==> config.mk <==
export PLATFORM = sky130hd
export DESIGN_NAME = battle_front_ctrl_flat
export DESIGN_NICKNAME = d
export VERILOG_FILES = /design/src/rtl/battle_front_ctrl_if.sv /design/src/rtl/battle_front_ctrl.sv /design/src/flat_wrapper.sv
export SDC_FILE = /design/constraint.sdc
export NUM_CORES = 1
export LEC_CHECK = 0
export CORE_MARGIN = 5
export CORE_UTILIZATION = 40
export DETAILED_ROUTE_END_ITERATION = 6
export PLACE_DENSITY = 0.66
export SLEW_MARGIN = 10
export SYNTH_ARGS = -nofsm -noshare
export SYNTH_HDL_FRONTEND = slang
export SYNTH_SLANG_ARGS = --single-unit
==> constraint.sdc <==
create_clock -name clk -period 2.8 [get_ports clk]
set_clock_uncertainty 0.1 [all_clocks]
set_input_delay 0.56 -clock clk [delete_from_list [all_inputs] [get_ports clk]]
set_output_delay 0.56 -clock clk [all_outputs]
set_load 0.02 [all_outputs]
==> src/rtl/battle_front_ctrl_if.sv <==
// Unit-facing bus of the battlefield sequencer: per-slot unit status in,
// fronts, strobes and routed damage out.
interface battle_front_ctrl_if #(
  parameter int N_PLAYER = 4,
  parameter int N_ENEMY  = 4
);
  logic                    enable;
  logic [9*N_PLAYER-1:0]   player_pos;
  logic [N_PLAYER-1:0]     player_alive;
  logic [8*N_PLAYER-1:0]   player_dmg;
  logic [9*N_ENEMY-1:0]    enemy_pos;
  logic [N_ENEMY-1:0]      enemy_alive;
  logic [8*N_ENEMY-1:0]    enemy_dmg;
  logic [8:0]              player_front;
  logic [8:0]              enemy_front;
  logic                    move_scen;
  logic                    damage_scen;
  logic [8*N_PLAYER-1:0]   player_dmg_in;
  logic [8*N_ENEMY-1:0]    enemy_dmg_in;
  logic                    base_hit;

  modport master (
    output enable, player_pos, player_alive, player_dmg,
           enemy_pos, enemy_alive, enemy_dmg,
    input  player_front, enemy_front, move_scen, damage_scen,
           player_dmg_in, enemy_dmg_in, base_hit
  );

  modport slave (
    input  enable, player_pos, player_alive, player_dmg,
           enemy_pos, enemy_alive, enemy_dmg,
    output player_front, enemy_front, move_scen, damage_scen,
           player_dmg_in, enemy_dmg_in, base_hit
  );
endinterface

==> src/rtl/battle_front_ctrl.sv <==
// Battlefield sequencer: periodic game tick, front-line scan, move/damage
// strobes and routing of each side's summed attack to the opposing front unit.
module battle_front_ctrl #(
  parameter int N_PLAYER  = 4,
  parameter int N_ENEMY   = 4,
  parameter int TICK_DIV  = 50000000,
  parameter int FIELD_MAX = 400
) (
  input logic                clk,
  input logic                reset,
  battle_front_ctrl_if.slave bus
);
  // state  | meaning
  // WAIT   | idle until the game tick
  // SCAN   | register fronts/targets, check for base breach
  // MOVE   | move_scen pulse
  // SETTLE | let unit damageOut registers update
  // SUM    | register saturated per-side damage sums
  // DAMAGE | damage_scen pulse, dmg_in routed to target slots
  // HALT   | base breached, frozen until reset

  localparam int CNT_W = (TICK_DIV > 1) ? $clog2(TICK_DIV) : 1;
  localparam int PI_W  = (N_PLAYER > 1) ? $clog2(N_PLAYER) : 1;
  localparam int EI_W  = (N_ENEMY > 1) ? $clog2(N_ENEMY) : 1;
  localparam logic [CNT_W-1:0] CNT_LAST    = CNT_W'(TICK_DIV - 1);
  localparam logic [8:0]       FIELD_MAX_V = 9'(FIELD_MAX);

  typedef enum logic [6:0] {
    S_WAIT   = 7'b0000001,
    S_SCAN   = 7'b0000010,
    S_MOVE   = 7'b0000100,
    S_SETTLE = 7'b0001000,
    S_SUM    = 7'b0010000,
    S_DAMAGE = 7'b0100000,
    S_HALT   = 7'b1000000
  } state_t;

  state_t                state, state_nxt;
  logic [CNT_W-1:0]      count;
  logic                  tick;

  logic [8:0]            player_front, enemy_front;
  logic [PI_W-1:0]       tp;
  logic [EI_W-1:0]       te;
  logic                  p_any, e_any;
  logic [7:0]            psum, esum;
  logic                  base_hit;

  logic [8:0]            p_min, e_max;
  logic [PI_W-1:0]       p_idx;
  logic [EI_W-1:0]       e_idx;
  logic                  p_found, e_found, e_breach;
  logic [9:0]            p_acc, e_acc;
  logic [7:0]            p_sat, e_sat;
  logic [8*N_PLAYER-1:0] player_dmg_in_c;
  logic [8*N_ENEMY-1:0]  enemy_dmg_in_c;

  // Tick is gated by enable so a counter frozen at its last value cannot re-fire.
  assign tick = bus.enable && (state == S_WAIT) && (count == CNT_LAST);

  always_ff @(posedge clk or posedge reset) begin
    if (reset) begin
      count <= '0;
    end else if (bus.enable && state != S_HALT) begin
      count <= (count == CNT_LAST) ? '0 : count + 1'b1;
    end
  end

  always_ff @(posedge clk or posedge reset) begin
    if (reset) state <= S_WAIT;
    else       state <= state_nxt;
  end

  always_comb begin
    state_nxt = state;
    case (state)
      S_WAIT:   if (tick) state_nxt = S_SCAN;
      S_SCAN:   state_nxt = e_breach ? S_HALT : S_MOVE;
      S_MOVE:   state_nxt = S_SETTLE;
      S_SETTLE: state_nxt = S_SUM;
      S_SUM:    state_nxt = S_DAMAGE;
      S_DAMAGE: state_nxt = S_WAIT;
      S_HALT:   state_nxt = S_HALT;
      default:  state_nxt = S_WAIT;
    endcase
  end

  // Strict compares keep the lowest index on ties.
  always_comb begin
    p_min    = FIELD_MAX_V;
    p_idx    = '0;
    p_found  = 1'b0;
    e_max    = '0;
    e_idx    = '0;
    e_found  = 1'b0;
    e_breach = 1'b0;
    p_acc    = '0;
    e_acc    = '0;
    for (int i = 0; i < N_PLAYER; i++) begin
      if (bus.player_alive[i]) begin
        if (!p_found || bus.player_pos[9*i +: 9] < p_min) begin
          p_min = bus.player_pos[9*i +: 9];
          p_idx = PI_W'(i);
        end
        p_found = 1'b1;
        p_acc   = p_acc + 10'(bus.player_dmg[8*i +: 8]);
      end
    end
    for (int j = 0; j < N_ENEMY; j++) begin
      if (bus.enemy_alive[j]) begin
        if (!e_found || bus.enemy_pos[9*j +: 9] > e_max) begin
          e_max = bus.enemy_pos[9*j +: 9];
          e_idx = EI_W'(j);
        end
        e_found = 1'b1;
        if (bus.enemy_pos[9*j +: 9] >= FIELD_MAX_V) e_breach = 1'b1;
        e_acc = e_acc + 10'(bus.enemy_dmg[8*j +: 8]);
      end
    end
    p_sat = (p_acc > 10'd255) ? 8'hFF : p_acc[7:0];
    e_sat = (e_acc > 10'd255) ? 8'hFF : e_acc[7:0];
  end

  always_ff @(posedge clk or posedge reset) begin
    if (reset) begin
      player_front <= FIELD_MAX_V;
      enemy_front  <= '0;
      tp           <= '0;
      te           <= '0;
      p_any        <= 1'b0;
      e_any        <= 1'b0;
      psum         <= '0;
      esum         <= '0;
      base_hit     <= 1'b0;
    end else begin
      if (state == S_SCAN) begin
        player_front <= p_found ? p_min : FIELD_MAX_V;
        enemy_front  <= e_found ? e_max : 9'd0;
        tp           <= p_idx;
        te           <= e_idx;
        p_any        <= p_found;
        e_any        <= e_found;
        if (e_breach) base_hit <= 1'b1;
      end
      if (state == S_SUM) begin
        psum <= p_sat;
        esum <= e_sat;
      end
    end
  end

  // Units compare health against damageIn continuously: zero outside DAMAGE.
  always_comb begin
    player_dmg_in_c = '0;
    enemy_dmg_in_c  = '0;
    if (state == S_DAMAGE) begin
      if (p_any) player_dmg_in_c[8*tp +: 8] = esum;
      if (e_any) enemy_dmg_in_c[8*te +: 8]  = psum;
    end
  end

  assign bus.player_front  = player_front;
  assign bus.enemy_front   = enemy_front;
  assign bus.move_scen     = (state == S_MOVE);
  assign bus.damage_scen   = (state == S_DAMAGE);
  assign bus.player_dmg_in = player_dmg_in_c;
  assign bus.enemy_dmg_in  = enemy_dmg_in_c;
  assign bus.base_hit      = base_hit;
endmodule

==> src/flat_wrapper.sv <==
// flat-port wrapper written by rule: the top's interface ports become plain ports
module battle_front_ctrl_flat 
#(
  parameter int N_PLAYER  = 4,
  parameter int N_ENEMY   = 4,
  parameter int TICK_DIV  = 50000000,
  parameter int FIELD_MAX = 400
)
  (clk, reset, bus_enable, bus_player_pos, bus_player_alive, bus_player_dmg, bus_enemy_pos, bus_enemy_alive, bus_enemy_dmg, bus_player_front, bus_enemy_front, bus_move_scen, bus_damage_scen, bus_player_dmg_in, bus_enemy_dmg_in, bus_base_hit);
  battle_front_ctrl_if #(.N_PLAYER(N_PLAYER), .N_ENEMY(N_ENEMY)) bus_i ();
  input logic clk;
  input logic reset;
  input wire logic [$bits(bus_i.enable)-1:0] bus_enable;
  input wire logic [$bits(bus_i.player_pos)-1:0] bus_player_pos;
  input wire logic [$bits(bus_i.player_alive)-1:0] bus_player_alive;
  input wire logic [$bits(bus_i.player_dmg)-1:0] bus_player_dmg;
  input wire logic [$bits(bus_i.enemy_pos)-1:0] bus_enemy_pos;
  input wire logic [$bits(bus_i.enemy_alive)-1:0] bus_enemy_alive;
  input wire logic [$bits(bus_i.enemy_dmg)-1:0] bus_enemy_dmg;
  output wire logic [$bits(bus_i.player_front)-1:0] bus_player_front;
  output wire logic [$bits(bus_i.enemy_front)-1:0] bus_enemy_front;
  output wire logic [$bits(bus_i.move_scen)-1:0] bus_move_scen;
  output wire logic [$bits(bus_i.damage_scen)-1:0] bus_damage_scen;
  output wire logic [$bits(bus_i.player_dmg_in)-1:0] bus_player_dmg_in;
  output wire logic [$bits(bus_i.enemy_dmg_in)-1:0] bus_enemy_dmg_in;
  output wire logic [$bits(bus_i.base_hit)-1:0] bus_base_hit;
  assign bus_i.enable = bus_enable;
  assign bus_i.player_pos = bus_player_pos;
  assign bus_i.player_alive = bus_player_alive;
  assign bus_i.player_dmg = bus_player_dmg;
  assign bus_i.enemy_pos = bus_enemy_pos;
  assign bus_i.enemy_alive = bus_enemy_alive;
  assign bus_i.enemy_dmg = bus_enemy_dmg;
  assign bus_player_front = bus_i.player_front;
  assign bus_enemy_front = bus_i.enemy_front;
  assign bus_move_scen = bus_i.move_scen;
  assign bus_damage_scen = bus_i.damage_scen;
  assign bus_player_dmg_in = bus_i.player_dmg_in;
  assign bus_enemy_dmg_in = bus_i.enemy_dmg_in;
  assign bus_base_hit = bus_i.base_hit;
  battle_front_ctrl #(.N_PLAYER(N_PLAYER), .N_ENEMY(N_ENEMY), .TICK_DIV(TICK_DIV), .FIELD_MAX(FIELD_MAX)) u_core (.clk(clk), .reset(reset), .bus(bus_i));
endmodule
Word-level counts from Yosys, hierarchy flattened
Index checks and enable logic that the tools add are counted.
- bits in registers: 74
- input bits: 147
- output and inout port bits: 85
- logic and storage cells: 126
- add/subtract/negate cells: 9
- $lt $le $gt $ge: 12
- equality and inequality tests: 10
- shifts and indexed selects: 4
- mux-type cells: 62
- bitwise gates (word level): 2
- reduce and logical (&&, ||, !) cells: 16
- operators with widths (kind ; count):
    2-to-1 mux 9 bit ; 16
    2-to-1 mux 32 bit ; 4
    negation 5 -> 34 bit ; 2
    variable shift 8 x 34 -> 32 bit, first input constant ; 2
    indexed part select 8 x 34 -> 32 bit ; 2
    bitwise AND 32 bit ; 2
    2-to-1 mux 10 bit ; 6
    case mux 7 bit (6 select lines) ; 1
    adder 10 x 8 -> 10 bit ; 4
    greater-or-equal comparator 9 bit, second input constant ; 4
    2-to-1 mux 8 bit ; 4
    > comparator 9 bit ; 3
    < comparator 9 bit ; 3
    adder 26 x 1 -> 26 bit, second input constant ; 1
    == test 26 bit, second input constant ; 1
    2-to-1 mux 26 bit ; 1
    > comparator 10 x 8 -> 1 bit, second input constant ; 2
    2-to-1 mux 2 bit ; 10
    adder 8 x 8 -> 9 bit ; 2
    2-to-1 mux 1 bit ; 18
    2-to-1 mux 7 bit ; 2
    == test 7 x 1 -> 1 bit, second input constant ; 1
    == test 7 x 2 -> 1 bit, second input constant ; 1
    == test 7 x 3 -> 1 bit, second input constant ; 1
    other kinds (10) ; 22

Logic depth before layout (Yosys ltp)
Gate-level depths: netlist of run 1.
- depth after elaboration: 14
- gate-level depth with buffers: 33
- depth with buffers taken out: 26

Worst setup path before layout of run 1
No wires, ideal clock.
- path kind: in2reg
- start point: input bus_enemy_alive[0]
- end point: register u_core.enemy_front[1] (netlist: u_core.bus.enemy_front[1])
- setup time: 130 ps
- data arrival time: 6532 ps
- required time: 2570 ps
- path slack: -3961 ps
- stages: 33
- buffers on the path: 7
- path through: clkbuf_1 > clkbuf_1 > clkbuf_1 > nand2_1 > ha_1 > nor2b_1 > o21a_1 > o21ai_0 > a21oi_1 > o221a_2 > clkbuf_1 > a32oi_1 > ha_1 > nor2b_1 > o21a_1 > o21ai_1 > a211o_1 > o21ai_0 > nand2b_1 > clkbuf_1 > clkbuf_1 > nor2_1 > or2_2 > ha_1 > nor2b_1 > o21a_1 > o21ai_0 > a21oi_1 > o311ai_0 > nand2_1 > clkbuf_1 > a32oi_1 > o41ai_1
- longest elaborated chain between the ends: 14
- elaborated cells on any way between the ends: 21
- those cells by class: 3 x order compare; 12 x mux; 6 x reduce/logical
- ends and longest elaborated chain (item ; line ; source):
    start: declaration ; flat_wrapper.sv:18 ; input wire logic [$bits(bus_i.enemy_alive)-1:0] bus_enemy_alive;
    2-to-1 mux 9 bit / 2-to-1 mux 1 bit (equally long branches) ; battle_front_ctrl.sv:110 ; if (bus.enemy_alive[j]) begin
    > comparator 9 bit / zero test 1 bit (equally long branches) ; battle_front_ctrl.sv:111 ; if (!e_found || bus.enemy_pos[9*j +: 9] > e_max) begin
    logical OR 1 bit ; battle_front_ctrl.sv:111 ;
    2-to-1 mux 9 bit ; battle_front_ctrl.sv:111 ;
    2-to-1 mux 9 bit ; battle_front_ctrl.sv:110 ;
    > comparator 9 bit ; battle_front_ctrl.sv:111 ;
    logical OR 1 bit ; battle_front_ctrl.sv:111 ;
    2-to-1 mux 9 bit ; battle_front_ctrl.sv:111 ;
    2-to-1 mux 9 bit ; battle_front_ctrl.sv:110 ;
    > comparator 9 bit ; battle_front_ctrl.sv:111 ;
    logical OR 1 bit ; battle_front_ctrl.sv:111 ;
    2-to-1 mux 9 bit ; battle_front_ctrl.sv:111 ;
    2-to-1 mux 9 bit ; battle_front_ctrl.sv:110 ;
    2-to-1 mux 9 bit (*) ; battle_front_ctrl.sv:138 ; enemy_front <= e_found ? e_max : 9'd0;
    end signal: assignment ; battle_front_ctrl.sv:138 ;
    end: declaration ; battle_front_ctrl.sv:42 ; logic [8:0] player_front, enemy_front;
Every way passes the cells marked *; elsewhere a longest branch is shown, timed or not.
A chain may end at the register's enable or synchronous reset.

Worst setup path after layout of run 1
- start point: input bus_player_alive[0]
- end point: register u_core.tp[0]
- longest elaborated chain between the ends: 13
- elaborated cells on any way between the ends: 23
- those cells by class: 3 x order compare; 14 x mux; 6 x reduce/logical
- ends and longest elaborated chain (item ; line ; source):
    start: declaration ; flat_wrapper.sv:15 ; input wire logic [$bits(bus_i.player_alive)-1:0] bus_player_alive;
    2-to-1 mux 9 bit / 2-to-1 mux 1 bit (equally long branches) ; battle_front_ctrl.sv:100 ; if (bus.player_alive[i]) begin
    < comparator 9 bit / zero test 1 bit (equally long branches) ; battle_front_ctrl.sv:101 ; if (!p_found || bus.player_pos[9*i +: 9] < p_min) begin
    logical OR 1 bit ; battle_front_ctrl.sv:101 ;
    2-to-1 mux 9 bit ; battle_front_ctrl.sv:101 ;
    2-to-1 mux 9 bit ; battle_front_ctrl.sv:100 ;
    < comparator 9 bit ; battle_front_ctrl.sv:101 ;
    logical OR 1 bit ; battle_front_ctrl.sv:101 ;
    2-to-1 mux 9 bit ; battle_front_ctrl.sv:101 ;
    2-to-1 mux 9 bit ; battle_front_ctrl.sv:100 ;
    < comparator 9 bit ; battle_front_ctrl.sv:101 ;
    logical OR 1 bit ; battle_front_ctrl.sv:101 ;
    2-to-1 mux 2 bit ; battle_front_ctrl.sv:101 ;
    2-to-1 mux 2 bit (*) ; battle_front_ctrl.sv:100 ;
    end signal: assignment ; battle_front_ctrl.sv:139 ; tp <= p_idx;
    end: declaration ; battle_front_ctrl.sv:43 ; logic [PI_W-1:0] tp;
Marked as above.

==> metrics.yaml, run 1 <==
run_status:
  status: "finished with violations"
  violations: "negative setup slack"
sta:
  fin_crit_sh_pct: 193
  fin_hold_ws_ns: 0.349
  timing.final.ws_setup_ns: -2.61
  slew_viol_final: 0
  worst_pin_slew_ns: 0.667
  setup_violations: 70
  final_hold_viol_count: 0
  slew_headroom_pct: 55.3
  timing.fmax_mhz: 185
  rsz0062_at_grt: "true"
  period_needed_ns: 5.41
die:
  die-area_um2: 24600
  die_w_um: 157
  core-area_um2: 21200
  std_cell_rows: 53
  start_util_pct: 40.8
  fp.dieH_um: 157
  ios: 232
pwr:
  pwr_density_cell_nw_per_um2: 362
  vdd_ir_drop_max_mv: 0.265
  p_leak_nw: 7.30
global_routing:
  grt_pass1_wl_um: 48800
  gr-total-overflow: 0
  grt_max_degree: 43
  grt_antenna_before_repair: 0
  grtUsageTotal_pct: 23.8
  grt_pass1_vias: 10204
critical_path:
  worst_ep_arrival_time_ns: 5.57
  cp-end-kind: "flip-flop"
  crit_slowest_cell: "a2111oi_4"
  start_kind: "primary input"
  crit_type: "in -> reg"
  reg2reg_setup_slack_ns: 0.02
  crit_required_ns: 2.96
  slowest_delay_ns: 0.39
  critPathMaxFanout: 7
clock_tree:
  htreeDepth: 3
  clk_pin_slew_ns: 0.06
  numClockSinks: 74
  cts_tree: "yes"
  root_buffer: "clkbuf_16"
  clk_latency_ns: 0.34
  cts_hold_buf: 0
  clock_path_buffers: 2
  numCtsBuffers: 9
synthesis:
  syn_area_per_cell_um2: 8.08
  synth_top_area_cell: "dfrtp_1"
  async_reset_ff_share_pct: 100
  synth_nets: 1331
  yosysWarnings: 0
  yosys-top-cells-count: "110 x ha_1, 103 x nor2_1, 85 x nand2_1"
  ys_types: 80
  synthFlopType: "dfrtp_1"
  yosysMostFrequentCell: "ha_1"
  synth_top_area_share_pct: 20.3
  synth_area_um2: 8630
  netlist_instances: 1068
  ys_top_cells_by_area: "dfrtp_1 20%, ha_1 16%, and2_1 5.8%"
  synth-edff-count: 0
  seq_area_frac_synth_pct: 21.5
  ys_seq_elements: 74
route:
  drtIter0Drc: 530
  vias_per_cell: 5.36
  drt-total-wl_um: 31800
  drc: 0
  vias: 10323
  antenna_left: 0
  drt_pass1_iterations: 5
  post_drt_wl_per_cell_um: 16.5
placed_design:
  gp_congestion: 0.925
  hpwl_um: 23700
  place_ws_ns: -3.48
  io_buffers: 231
layout:
  layout-drive-gt1-share_pct: 43.9
  fin_nets: 1909
  final_util_pct: 74.4
  n_antenna_cell: 0
  area_growth_syn_to_layout_pct: 82.3
worst_hold_path:
  hold_class: "in -> async"
job:
  drv_cap: 0
cell usage in the layout (no fill, tap or decap), types with 8 or more instances in the layout:
| cell | synthesis | routed |
|---|---|---|
| a211oi_1 | 19 | 9 |
| a211oi_2 | 0 | 8 |
| a21o_1 | 15 | 14 |
| a21oi_1 | 58 | 31 |
| a21oi_2 | 1 | 26 |
| a31oi_1 | 11 | 8 |
| and2_1 | 80 | 27 |
| and2_4 | 0 | 53 |
| buf_4 | 4 | 337 |
| buf_6 | 0 | 82 |
| clkbuf_16 | 0 | 9 |
| clkdlybuf4s15_1 | 0 | 8 |
| clkdlybuf4s50_1 | 0 | 121 |
| dfrtp_1 | 70 | 70 |
| dlygate4sd2_1 | 0 | 31 |
| ha_1 | 110 | 75 |
| ha_4 | 0 | 31 |
| inv_1 | 55 | 51 |
| mux2_2 | 17 | 10 |
| mux2i_1 | 24 | 19 |
| nand2_1 | 85 | 71 |
| nand2_2 | 0 | 9 |
| nand3_1 | 20 | 15 |
| nand4_1 | 19 | 19 |
| nor2_1 | 103 | 96 |
| nor2b_1 | 13 | 9 |
| nor3_1 | 27 | 21 |
| o21a_1 | 27 | 26 |
| o21ai_0 | 74 | 47 |
| o21ai_1 | 5 | 20 |
| o21ai_2 | 0 | 10 |
| xnor2_1 | 24 | 23 |
| xor2_1 | 19 | 19 |
worst max-delay path: cells and delay by family:
family,cells,cell delay (ns)
simple gates,5,0.57
fa+ha+maj,3,0.84
buf+inv,9,1.18
compound gates,13,2.16
mux,1,0.26
sequential cells by signal (all words and copies together) (netlist names):
signal	count
u_core.count	26
u_core.bus.enemy_front	9
u_core.bus.player_front	9
u_core.esum	8
u_core.psum	8
u_core.state	7
u_core.te	2
u_core.tp	2
u_core.bus.base_hit	1
u_core.e_any	1
u_core.p_any	1
layer usage:
layer | routed length (um) | global-route usage (%) | vias up
met5 | 0 | 0 | -
met1 | 13500 | 30.8 | 4930
met3 | 1860 | 4.34 | 64
met2 | 15600 | 41.2 | 275
met4 | 858 | 6.03 | 0
li1 | - | - | 5054
power breakdown:
group	internal, mW	switching (mW)	total, mW
registers	1.14	0.0594	1.20
clock network	0.724	0.491	1.22
logic	1.82	1.47	3.29
kinds of logic (layout without fill, tap and decap cells):
logic type,Yosys count,in the layout,share of synthesized area [%]
and+or+nand+nor,412,412,24.7
AOI/OAI and AO/OA,293,294,23.0
adders and majority gates,116,116,17.3
buffers and inverters,89,671,4.12
DFF,74,74,21.5
xor gates and xnor gates,43,43,4.36
muxes,41,41,5.00
final cells by class:
class,count,area [um2]
Clock buffer,10,239
Clock inverter,6,72.6
Fill cell,1518,5420
Inverter,56,215
Multi-Input combinational cell,906,7760
Sequential cell,74,1860
Tap cell,275,344
Timing Repair Buffer,599,5250
path summary, 6_finish.rpt:
kind	from	end	cells past startpoint
max	bus_player_alive[0]	u_core.tp[0]	31
min	reset	u_core.psum[5]	2
max reg2reg	u_core.state[2]	u_core.bus.enemy_front[5]	8
min reg2reg	u_core.count[6]	u_core.count[6]	1
max in group asynchronous	reset	u_core.bus.player_front[4]	3
min in group clk	u_core.count[6]	u_core.count[6]	1
per-stage QoR:
| stage | instances | power (mW) | setup TNS [ns] | instance area [um2] |
|---|---|---|---|---|
| 2_1_floorplan | 1068 | 2.71 | -82.81 | 9090 |
| 3_3_place_gp | 1828 | 3.83 | -120.93 | 13700 |
| 3_5_place_dp | 1828 | 3.89 | -126.49 | 13700 |
| 4_1_cts | 1910 | 5.48 | -81.20 | 15100 |
| 5_1_grt | 1926 | 6.07 | -101.53 | 15700 |
| 6_report | 1926 | 5.70 | -89.57 | 15700 |
timing repair:
| action | CTS | global route |
|---|---|---|
| resized for setup | 499 | 195 |
| setup buffers | 66 | 21 |
| pin swaps | 137 | 74 |
| gates cloned | 2 | 0 |
| setup endpoints to repair | 103 | 91 |
No activity file was read; power rests on OpenSTA's default activity.
==> inputs of run 2 (changes only) <==
--- a/config.mk
+++ b/config.mk
@@ -6,9 +6,9 @@
 export NUM_CORES = 1
 export LEC_CHECK = 0
 export CORE_MARGIN = 5
-export CORE_UTILIZATION = 40
+export CORE_UTILIZATION = 30
 export DETAILED_ROUTE_END_ITERATION = 6
-export PLACE_DENSITY = 0.66
+export PLACE_DENSITY = 0.52
 export SLEW_MARGIN = 10
 export SYNTH_ARGS = -nofsm -noshare
 export SYNTH_HDL_FRONTEND = slang
==> run 2 against run 1 <==
- the run still ends with negative setup slack left
- sequential power about the same
- clock power barely moved
- via count fell by 2.9%
- count of clock-buffer cells in the layout is the same
- combinational power is 3% higher
- die area rose by 31%
- worst hold slack improved by 0.023 ns
- register-to-register slack got worse by 0.03 ns
- sequential share of layout area is 0.51 points lower
- critical endpoint is now u_core.bus.player_front[1]
- largest cell class unchanged
- largest power group unchanged
==> metrics.yaml, run 2 (synthesis gave the netlist of run 1 again) <==
clock_tree:
  cts_hold_buf: 0
  clk_latency_ns: 0.34
  htreeDepth: 3
  clk_pin_slew_ns: 0.07
  cts_tree: "yes"
  numClockSinks: 74
  numCtsBuffers: 9
  root_buffer: "clkbuf_16"
  clock_path_buffers: 2
die:
  ios: 232
  start_util_pct: 30.2
  std_cell_rows: 62
  die-area_um2: 32300
  core-area_um2: 28500
  fp.dieH_um: 180
  die_w_um: 180
pwr:
  p_leak_nw: 7.47
  vdd_ir_drop_max_mv: 0.321
  internal_power_mw: 3.75
  pwr_density_cell_nw_per_um2: 352
  p_total_mw: 5.78
  power.switching_mw: 2.03
  pwr-share-seq_pct: 20.8
  pwr-share-clk_pct: 20.8
  comb_power_share_pct: 58.4
  p_sw_share_pct: 35.2
route:
  drt_pass1_iterations: 4
  post_drt_wl_per_cell_um: 15.7
  drtIter0Drc: 339
  antenna_left: 0
  vias_per_cell: 4.87
  drt-total-wl_um: 32300
  vias: 10020
  drc: 0
run_status:
  status: "finished with violations"
  violations: "negative setup slack"
worst_hold_path:
  hold_start: "u_core.count[6]"
  hold_end: "u_core.count[6]"
  hold_class: "reg -> reg"
  min_delay_path_depth: 1
critical_path:
  worst_ep_arrival_time_ns: 5.47
  start_kind: "primary input"
  timing.rr.start: "u_core.state[2]"
  reg2reg_setup_slack_ns: -0.01
  worstReg2RegEnd: "u_core.bus.enemy_front[3]"
  critPathMaxFanout: 6
  cp-end-kind: "flip-flop"
  ff2ff_path_depth: 9
  crit_type: "in -> reg"
  crit_required_ns: 2.92
  crit_path_start: "bus_player_pos[12]"
job:
  drv_cap: 0
sta:
  final_hold_viol_count: 0
  slew_headroom_pct: 56.4
  slew_viol_final: 0
  worst_pin_slew_ns: 0.654
  fin_hold_ws_ns: 0.372
  rsz0062_at_grt: "true"
  timing.final.ws_setup_ns: -2.55
  fin_crit_sh_pct: 191
  setup_violations: 76
  period_needed_ns: 5.35
  timing.fmax_mhz: 187
layout:
  reg_top3: "u_core.count x26, u_core.bus.enemy_front x9, u_core.bus.player_front x9"
  mostFrequentLayoutCell: "buf_4"
  regMostFlops: "u_core.count"
  most-common-layout-cells: "348 x buf_4, 124 x clkdlybuf4s50_1, 102 x buf_6, 88 x nor2_1"
  fin_area_um2: 16400
  area_growth_syn_to_layout_pct: 90.5
  fillers: 2533
  layout-drive-gt1-share_pct: 48.0
  fin_nets: 1933
  n_antenna_cell: 0
  largest_reg_flops: 26
global_routing:
  grt_antenna_before_repair: 0
  grt_pass1_wl_um: 50700
  grtUsageTotal_pct: 18.5
  grt_pass1_vias: 10095
  gr-total-overflow: 0
  grt_max_degree: 32
placed_design:
  io_buffers: 231
  place_ws_ns: -3.53
  dpl_cell_area_um2: 13800
  gp_congestion: 0.851
  hpwl_um: 24700
## run 2: final cells by class
type                            count  area, um2  area share [%]
Clock buffer                       10        239            1.45
Sequential cell                    74       1860            11.3
Clock inverter                      6       72.6           0.441
Inverter                           56        215            1.31
Tap cell                          384        480            2.92
Multi-Input combinational cell    906       8060            49.0
Timing Repair Buffer              623       5520            33.6
## run 2: worst max path at each step
stage,to,slack (ns),cells past startpoint
final,u_core.bus.player_front[1],-2.55,28
after global routing,u_core.bus.player_front[2],-2.74,30
after CTS,u_core.bus.player_front[4],-2.49,29
after detailed placement,u_core.bus.player_front[1],-3.53,27
after global placement,u_core.bus.player_front[1],-3.42,29
after floorplan,u_core.bus.enemy_front[8],-2.86,31
## run 2: critical path, stage by stage
cell           delay, ns
dlygate4sd2_1       0.27
ha_4                0.27
nand4_1             0.13
o221ai_2            0.21
a21oi_2             0.13
buf_4               0.17
a21oi_4             0.13
o32a_1              0.22
inv_2               0.06
ha_4                0.26
nand2_2             0.06
o21ai_2             0.16
a21oi_2             0.08
and2_4              0.17
a221oi_4            0.27
buf_6               0.19
mux2i_4             0.25
inv_2               0.07
ha_4                0.25
a21oi_2             0.13
a21oi_2             0.08
a2111oi_4           0.38
o311ai_4            0.14
nor3b_4             0.30
a21oi_4             0.13
buf_12              0.15
mux2i_1             0.14
o21ai_1             0.09
## run 2: what timing repair did
item | in CTS | in global routing
buffers inserted | 69 | 38
endpoints found under the setup margin | 104 | 102
gates resized for setup | 567 | 226
gates cloned | 3 | 0
pin swaps | 135 | 105
## run 2: stage by stage
stage | instances | TNS [ns] | utilization, %
floorplan | 1068 | -82.81 | -
global placement | 1938 | -129.16 | 48.4
detailed placement | 1938 | -134.02 | 48.4
CTS | 2026 | -85.86 | 53.7
global route | 2059 | -105.12 | 57.6
finish | 2059 | -90.95 | 57.6
## run 2: routing by layer
layer | part of all wire [%] | global-route usage (%) | vias to the layer above
met5 | 0 | 0 | -
li1 | - | - | 5107
met4 | 2.2 | 4.02 | 0
met2 | 51 | 33.1 | 200
met3 | 4.6 | 4.32 | 42
met1 | 43 | 22.7 | 4671
## run 2: power groups by stage
stage / Combinational (mW) / Sequential [mW] / Clock, mW
after floorplan: 1.48 / 1.23 / 0
final: 3.38 / 1.20 / 1.20
after detailed placement: 2.65 / 1.21 / 0
after global routing: 3.68 / 1.21 / 1.29
after CTS: 3.03 / 1.20 / 1.24
after global placement: 2.63 / 1.22 / 0
==> inputs of run 3 (changes only) <==
--- a/config.mk
+++ b/config.mk
@@ -5,10 +5,11 @@
 export SDC_FILE = /design/constraint.sdc
 export NUM_CORES = 1
 export LEC_CHECK = 0
+export ABC_AREA = 0
 export CORE_MARGIN = 5
 export CORE_UTILIZATION = 30
 export DETAILED_ROUTE_END_ITERATION = 6
-export PLACE_DENSITY = 0.52
+export PLACE_DENSITY = 0.54
 export SLEW_MARGIN = 10
 export SYNTH_ARGS = -nofsm -noshare
 export SYNTH_HDL_FRONTEND = slang
==> constraint.sdc (replaced) <==
create_clock -name clk -period 4.8 [get_ports clk]
set_clock_uncertainty 0.1 [all_clocks]
set_input_delay 0.96 -clock clk [delete_from_list [all_inputs] [get_ports clk]]
set_output_delay 0.96 -clock clk [all_outputs]
set_load 0.02 [all_outputs]
==> run 3 against run 2 <==
- the flow still finishes with violations (negative setup slack)
- global-route usage fell by 0.63 points
- sequential power fell by 41%
- core utilization fell by 4.2 points
- critical endpoint is now u_core.bus.player_front[4]
==> metrics.yaml, run 3 (synthesis gave the netlist of run 1 again) <==
clock_tree:
  htreeDepth: 3
  root_buffer: "clkbuf_16"
  clk_latency_ns: 0.34
  numCtsBuffers: 9
  cts_tree: "yes"
  clock_path_buffers: 2
  clk_pin_slew_ns: 0.06
  numClockSinks: 74
  cts_hold_buf: 0
layout:
  fillers: 2689
  layout-drive-gt1-share_pct: 36.3
  fin_nets: 1841
  largest_reg_flops: 26
  mostFrequentLayoutCell: "buf_4"
  final_util_pct: 53.4
  fin_cells: 1967
  n_antenna_cell: 0
  area_growth_syn_to_layout_pct: 76.6
  reg_top3: "u_core.count x26, u_core.bus.enemy_front x9, u_core.bus.player_front x9"
  regMostFlops: "u_core.count"
  most-common-layout-cells: "278 x buf_4, 187 x clkdlybuf4s50_1, 96 x nor2_1, 73 x and2_1, 70 x dfrtp_1"
route:
  post_drt_wl_per_cell_um: 15.4
  antenna_left: 0
  vias_per_cell: 4.93
  drt-total-wl_um: 30400
  drtIter0Drc: 288
  drc: 0
  drt_pass1_iterations: 4
  vias: 9705
sta:
  fin_crit_sh_pct: 119
  timing.fmax_mhz: 175
  period_needed_ns: 5.72
  setup_violations: 38
  timing.final.ws_setup_ns: -0.924
  final_hold_viol_count: 0
  slew_viol_final: 0
  finalSetupTns_ns: -22.74
  slew_headroom_pct: 19.5
  worst_pin_slew_ns: 1.21
  rsz0062_at_grt: "true"
  fin_hold_ws_ns: 0.373
pwr:
  p_leak_nw: 6.70
  vdd_ir_drop_max_mv: 0.129
  pwr_density_cell_nw_per_um2: 215
global_routing:
  gr-total-overflow: 0
  grt_antenna_before_repair: 0
  grtUsageTotal_pct: 17.9
  grt_pass1_wl_um: 48900
  grt_max_degree: 49
  grt_pass1_vias: 9831
die:
  fp.dieH_um: 180
  std_cell_rows: 62
  ios: 232
  core-area_um2: 28500
  start_util_pct: 30.2
  die-area_um2: 32300
  die_w_um: 180
critical_path:
  crit_top_cell: "ha_4"
  start_kind: "primary input"
  crit_type: "in -> reg"
  critPathMaxFanout: 8
  slowest_delay_ns: 0.37
  path_buf_inv: 8
  crit_required_ns: 4.97
  crit_slowest_cell: "a2111oi_4"
  worst_ep_arrival_time_ns: 5.90
  cp-end-kind: "flip-flop"
  critPathTopFamily: "compound AO/OA/AOI/OAI gates"
run_status:
  violations: "negative setup slack"
  status: "finished with violations"
placed_design:
  place_ws_ns: -1.86
  hpwl_um: 24000
  io_buffers: 231
  gp_congestion: 0.843
  dp_cells: 1888
job:
  drv_cap: 0
worst_hold_path:
  hold_class: "reg -> reg"
==> run 3: worst paths after layout <==
path                                      from                          to  slack, ns  cells past startpoint
max reg2reg                    u_core.state[2]   u_core.bus.enemy_front[0]       1.56                      7
max                        bus_player_alive[0]  u_core.bus.player_front[4]      -0.92                     30
min in group asynchronous                reset              u_core.psum[3]       0.98                      2
min                            u_core.count[6]             u_core.count[6]       0.37                      1
max in group asynchronous                reset  u_core.bus.player_front[4]       2.71                      3
min reg2reg                    u_core.count[6]             u_core.count[6]       0.37                      1
==> run 3: area by class of cell <==
class	instances	area [um2]	share of cell area, %
Tap cell	384	480	3.15
Sequential cell	74	1860	12.2
Timing Repair Buffer	531	4600	30.2
Clock buffer	9	225	1.48
Clock inverter	7	83.8	0.550
Multi-Input combinational cell	906	7770	51.0
Inverter	56	215	1.41
==> run 3: routing by layer <==
metal	vias to the layer above	GRT usage [%]	routed length (um)
li1	4927	-	-
met1	4529	22.0	13200
met2	207	31.9	15100
met3	42	3.70	1450
met4	0	4.45	634
met5	-	0	0
==> run 3: power breakdown <==
group          switching, mW  internal [mW]  leakage [nW]
logic                  0.829           1.04          5.71
clock network          0.290          0.412         0.149
registers             0.0396          0.663         0.837
==> run 3: metrics by stage <==
| step | power, mW | cell area, um2 |
|---|---|---|
| floorplan | 1.58 | 9080 |
| global placement | 2.22 | 13400 |
| detailed placement | 2.24 | 13400 |
| CTS | 3.17 | 14800 |
| global route | 3.51 | 15200 |
| finish | 3.27 | 15200 |
==> run 3: what timing repair did <==
item                                    in CTS  in global routing
gates cloned                                 3                  0
resized for setup                          209                101
pin swaps                                  130                103
endpoints found under the setup margin      38                 46
setup buffers                               46                 18
